$ cat config.mk
export PLATFORM = sky130hd
export DESIGN_NAME = mem_port_arbiter
export DESIGN_NICKNAME = d
export VERILOG_FILES = /design/src/rtl/mem_port_arbiter.sv
export SDC_FILE = /design/constraint.sdc
export NUM_CORES = 1
export LEC_CHECK = 0
export BUFFER_PORTS_ARGS = -buffer_cell sky130_fd_sc_hd__buf_2
export CAP_MARGIN = 15
export CELL_PAD_IN_SITES_DETAIL_PLACEMENT = 0
export CELL_PAD_IN_SITES_GLOBAL_PLACEMENT = 1
export CORE_MARGIN = 4
export CORE_UTILIZATION = 34
export DETAILED_ROUTE_END_ITERATION = 16
export PLACE_DENSITY = 0.89
export SYNTH_ARGS = -nofsm -noshare
export SYNTH_HDL_FRONTEND = slang
export SYNTH_SLANG_ARGS = --single-unit
$ cat constraint.sdc
create_clock -name clk -period 3.4 [get_ports clk]
set_input_delay 0.34 -clock clk [delete_from_list [all_inputs] [get_ports clk]]
set_output_delay 0.34 -clock clk [all_outputs]
set_load 0.02 [all_outputs]
$ cat src/rtl/mem_port_arbiter.sv
// Shares the single pipelined main-memory port between the I-cache fill,
// the D-cache fill and D-side write-through stores. Block fills issue all
// beat reads back-to-back and route returning beats to the owning side.
module mem_port_arbiter #(
  parameter int unsigned MEM_LAT = 4,
  parameter int unsigned BEATS   = 8
) (
  input  logic        clk,
  input  logic        rst_n,
  input  logic        i_req,
  input  logic [15:0] i_addr,
  output logic        i_grant,
  output logic        i_valid,
  output logic [2:0]  i_beat,
  output logic        i_done,
  input  logic        d_req,
  input  logic        d_we,
  input  logic [15:0] d_addr,
  input  logic [15:0] d_wdata,
  output logic        d_grant,
  output logic        d_valid,
  output logic [2:0]  d_beat,
  output logic        d_done,
  output logic        mem_en,
  output logic        mem_wr,
  output logic [15:0] mem_addr,
  output logic [15:0] mem_wdata,
  input  logic        mem_valid
);

  localparam int unsigned AW    = 16;
  localparam int unsigned TAG_W = AW - 4;
  localparam int unsigned BW    = 3;
  localparam int unsigned CW    = 4;

  // Beat counters and address packing are sized for 8-word blocks; the
  // memory must return the first beat before the last read is issued.
  if (BEATS != 8 || MEM_LAT == 0 || MEM_LAT >= BEATS) begin : g_bad_param
    $error("mem_port_arbiter: unsupported BEATS/MEM_LAT combination");
  end

  typedef enum logic [1:0] {IDLE, FILL_I, FILL_D, WRITE} state_t;

  state_t           state, state_nxt;
  logic             last_d, last_d_nxt;   // 1: D side completed the last fill
  logic [TAG_W-1:0] base, base_nxt;       // latched block address of the fill
  logic [CW-1:0]    issue_cnt, issue_nxt; // reads issued in this fill
  logic [BW-1:0]    rcv_cnt, rcv_nxt;     // beats received in this fill
  logic             d_any;
  logic             fill_d;
  logic             unused;

  assign d_any  = d_we | d_req;
  assign fill_d = (state == FILL_D);
  assign unused = ^i_addr[3:0];

  // State and fill bookkeeping registers.
  always_ff @(posedge clk or negedge rst_n) begin
    if (!rst_n) begin
      state     <= IDLE;
      last_d    <= 1'b1;
      base      <= '0;
      issue_cnt <= '0;
      rcv_cnt   <= '0;
    end else begin
      state     <= state_nxt;
      last_d    <= last_d_nxt;
      base      <= base_nxt;
      issue_cnt <= issue_nxt;
      rcv_cnt   <= rcv_nxt;
    end
  end

  // Arbitration, read issue, beat routing and memory-port drive.
  always_comb begin
    state_nxt  = state;
    last_d_nxt = last_d;
    base_nxt   = base;
    issue_nxt  = issue_cnt;
    rcv_nxt    = rcv_cnt;
    i_grant    = 1'b0;
    i_valid    = 1'b0;
    i_beat     = '0;
    i_done     = 1'b0;
    d_grant    = 1'b0;
    d_valid    = 1'b0;
    d_beat     = '0;
    d_done     = 1'b0;
    mem_en     = 1'b0;
    mem_wr     = 1'b0;
    mem_addr   = '0;
    mem_wdata  = '0;

    unique case (state)
      IDLE: begin
        issue_nxt = '0;
        rcv_nxt   = '0;
        if (i_req && (!d_any || last_d)) begin
          state_nxt = FILL_I;
          base_nxt  = i_addr[AW-1:4];
        end else if (d_we) begin
          state_nxt = WRITE;
        end else if (d_req) begin
          state_nxt = FILL_D;
          base_nxt  = d_addr[AW-1:4];
        end
      end

      FILL_I, FILL_D: begin
        i_grant = !fill_d;
        d_grant = fill_d;
        if (issue_cnt < CW'(BEATS)) begin
          mem_en    = 1'b1;
          mem_addr  = {base, issue_cnt[BW-1:0], 1'b0};
          issue_nxt = issue_cnt + CW'(1);
        end
        if (mem_valid) begin
          i_valid = !fill_d;
          d_valid = fill_d;
          i_beat  = fill_d ? '0 : rcv_cnt;
          d_beat  = fill_d ? rcv_cnt : '0;
          if (rcv_cnt == BW'(BEATS - 1)) begin
            i_done     = !fill_d;
            d_done     = fill_d;
            last_d_nxt = fill_d;
            state_nxt  = IDLE;
          end else begin
            rcv_nxt = rcv_cnt + BW'(1);
          end
        end
      end

      WRITE: begin
        d_grant   = 1'b1;
        mem_en    = 1'b1;
        mem_wr    = 1'b1;
        mem_addr  = d_addr;
        mem_wdata = d_wdata;
        d_done    = 1'b1;
        state_nxt = IDLE;
      end

      default: state_nxt = IDLE;
    endcase
  end

endmodule
==> metrics.md <==
| Metric | Value |
|---|---|
| Status | finished clean |
| I/O Buffers | 95 |
| Final slew viol count | 0 |
| Footprint of the multi-input gates | 0.001129 sq mm |
| DRC viols | 0 |
| Clk sinks | 22 |
| Finish-stage setup viols | 0 |
| Clock root cell | clkbuf_8 |
| Largest net degree at the start of global routing | 23 |
| Clk_skew | 0.008256 ns |
| Hold-fix buffers, CTS | 0 |
| Setup TNS | 0 ns |
| Final wirelength | 5.187 mm |
| DRT Pass-1 Iters | 4 |
| Vias | 1,803 |
| Worst setup path endpoint | mem_addr[7] |
| Crit-path max FO | 15 |
| Max Freq | 381.2 MHz |
| TritonCTS clock tree | built |
| Syn avg cell area | 8.952 sq um |
| RSZ-0062 raised after global routing | false |
| Final Hold Fails | 0 |
| Leading cell type in the layout, fill and taps excluded | buf_2 |
| Max clock buf depth | 2 |
| Num rows | 26 |
| # H-tree levels | 1 |
| Synth warn | 0 |
| Main combinational cell family by area after synthesis | compound AO/OA/AOI/OAI gates |
| Post-CTS sizing | 0 |
| Reg clk slew, reported paths | 0.09 ns |
| Crit start category | flop |
| Synth Area in Compound Gates | 0.3312 |
| DP Cell Count | 351 |
| Max IR drop VDD | 292.3 uV |
| Die width | 80.57 um |
| FF/Latch Area | 551.8 sq um |
| Non-Filler Instances | 355 |
| Fillers | 546 |
| Setup slack after layout | 0.7768 ns |
| Post-CTS setup buffers | 0 |
| Routed WL per cell | 14.61 um |
| Hold Crit Class | in2async |
| Synth Register Bits | 22 |
| Core area | 0.005107 sq mm |
| Power Dens Cells | 871.9 mW/mm^2 |
| I/O pin count | 100 |
| Reg2reg path depth | 5 |
| Antenna Cells | 0 |
| Sequential-to-total area share from yosys stat | 0.3082 |
| Most frequent cells in the layout | 95 x buf_2, 24 x and2_1, 22 x nor2_1, 21 x dfrtp_1, 15 x a22oi_1 |
| Dpl hpwl | 3.868 mm |
| Mux share of post-synthesis cell area | 0.01817 |
| Area Growth Syn to Fin | 30.89% |
| Reg-to-reg slack, setup | 1.34 ns |
| Post-synthesis share of cell area spent on and, or, nand and nor gates | 0.2103 |
| Mapped Cells | 200 |
| Max_slew headroom | 0.5508 |
| Final period util | 0.7715 |
| Global-route wire length before repair | 8.259 mm |
| Share of layout cells above drive strength 1 | 0.4456 |
| CTS Buf Count | 3 |
| Dpl ws | 1.077 ns |
| Net count, final | 348 |
| Count of cell types in the netlist | 39 |
| Die Ht | 80.57 um |
| Placer Congestion | 0.8133 |
| Leak pwr | 0.001177 uW |
| Die Footprint | 0.006491 sq mm |
| R2R Path End | base[6] |
| Max_cap viols | 0 |
| Adder-Cell Fraction of Synth Area | 0.05590 |
| DR iter-0 viols | 138 |
| Least-Margin Pin Slew | 0.6738 ns |
| Post-synthesis async set-or-reset flop share | 1.000 |
| Vias in the first global route | 1,713 |
| Ys flop type | dfrtp_1 |
| CP Cell Sequence | inv_1 > ha_1 > nor2b_1 > buf_4 > a22oi_1 > nor2_1 > buf_2 |
| Cell area after synthesis | 0.001790 sq mm |
| CP Capture Type | primary output |
| Synth Area in XOR/XNOR | 0.01468 |
| Critical R2R Launch | state[0] |
| Antenna Nets Post-Route | 0 |
| Mapped Nets | 262 |
| Initial Util | 0.3506 |
| CP Class | reg2out |
| Via/cell ratio | 5.079 |
| Tmin final | 2.623 ns |
| Layout Utilization | 0.4588 |
| Gr ovfl total | 0 |
| Worst skew pair latency | 0.26 ns |
| Max incr delay on CP | 0.59 ns |
| GRT Util Overall | 0.1607 |
| Crit. Startpoint | state[0] |
| Critical-path top delay cell | ha_1 |
| Worst Path Arrival | 2.28 ns |
| CP Data Required Time | 3.06 ns |
| Post-synth EDFFs | 0 |
| Initial antenna violation count | 0 |
-- cells by family after synthesis --
| group | count (synthesis) |
|---|---|
| xor+xnor | 3 |
| simple gates | 71 |
| buf+inv | 23 |
| mux | 3 |
| fa+ha+maj | 8 |
| flops | 22 |
| compound gates | 70 |
-- power breakdown --
group          internal [uW]  switching [uW]  total (uW)
clock                    103            86.2         189
sequential               379            98.8         478
combinational            531             845        1380
total                   1010            1030        2040
-- critical path, delay by kind of cell (launching register included) --
family | cells | cell delay (ns)
compound gates | 1 | 0.09
buf+inv | 3 | 0.55
fa+ha+maj | 1 | 0.59
simple gates | 2 | 0.40
flops | 1 | 0.38
-- cell usage after synthesis (all sizes together), types with 2 or more instances --
master / number / area, sq um
buf: 9 / 57.55
mux2: 2 / 22.52
nand3: 13 / 65.06
dfrtp: 21 / 525.5
a211oi: 12 / 140.1
nor2: 22 / 82.58
inv: 6 / 22.52
a22oi: 15 / 112.6
xnor2: 2 / 17.52
and2: 25 / 158.9
nand2b: 2 / 12.51
a21oi: 5 / 25.02
nor2b: 2 / 15.02
nand2: 3 / 11.26
a31oi: 13 / 143.9
a22o: 5 / 43.79
o21ai: 13 / 65.06
ha: 8 / 100.1
clkbuf: 8 / 30.03
-- worst min-delay path by stage --
stage	depth (start not counted)	end	slack [ns]
final	1	rcv_cnt[1]	0.03
after global routing	1	rcv_cnt[2]	0.07
after CTS	1	rcv_cnt[1]	0.05
after detailed placement	1	rcv_cnt[1]	0.33
after global placement	1	rcv_cnt[1]	0.33
after floorplan	0	base[0]	0.04
-- sequential cells by signal, indices dropped and copies added (netlist names) --
signal and count:
base 12, issue_cnt 4, last_d 1, rcv_cnt 3
state 2
-- area by class of cell --
type,instances,share of cell area
multi-input cells,155,0.4816
well taps,70,0.03737
clock buffers,4,0.02349
inverters,6,0.009610
repair buffers,98,0.2125
flip-flops and latches,22,0.2355
-- per-layer routing --
metal | part of all wire | GRT usage
met5 | 0 | 0
met2 | 0.51 | 0.2781
met4 | 0.018 | 0.06081
met1 | 0.41 | 0.2041
met3 | 0.064 | 0.01682
-- stage by stage --
| stage | hold WS, ns | instance area [sq um] | total power (uW) |
|---|---|---|---|
| 3_3_place_gp | 0.3307 | 2288 | 1845 |
| 4_1_cts | 0.04638 | 2344 | 2062 |
| 6_report | 0.02854 | 2344 | 2043 |
| 3_5_place_dp | 0.3342 | 2288 | 1872 |
| 5_1_grt | 0.06845 | 2344 | 2224 |
| 2_1_floorplan | 0.04441 | 1790 | 1495 |
Power figures use the tool's default switching activity.
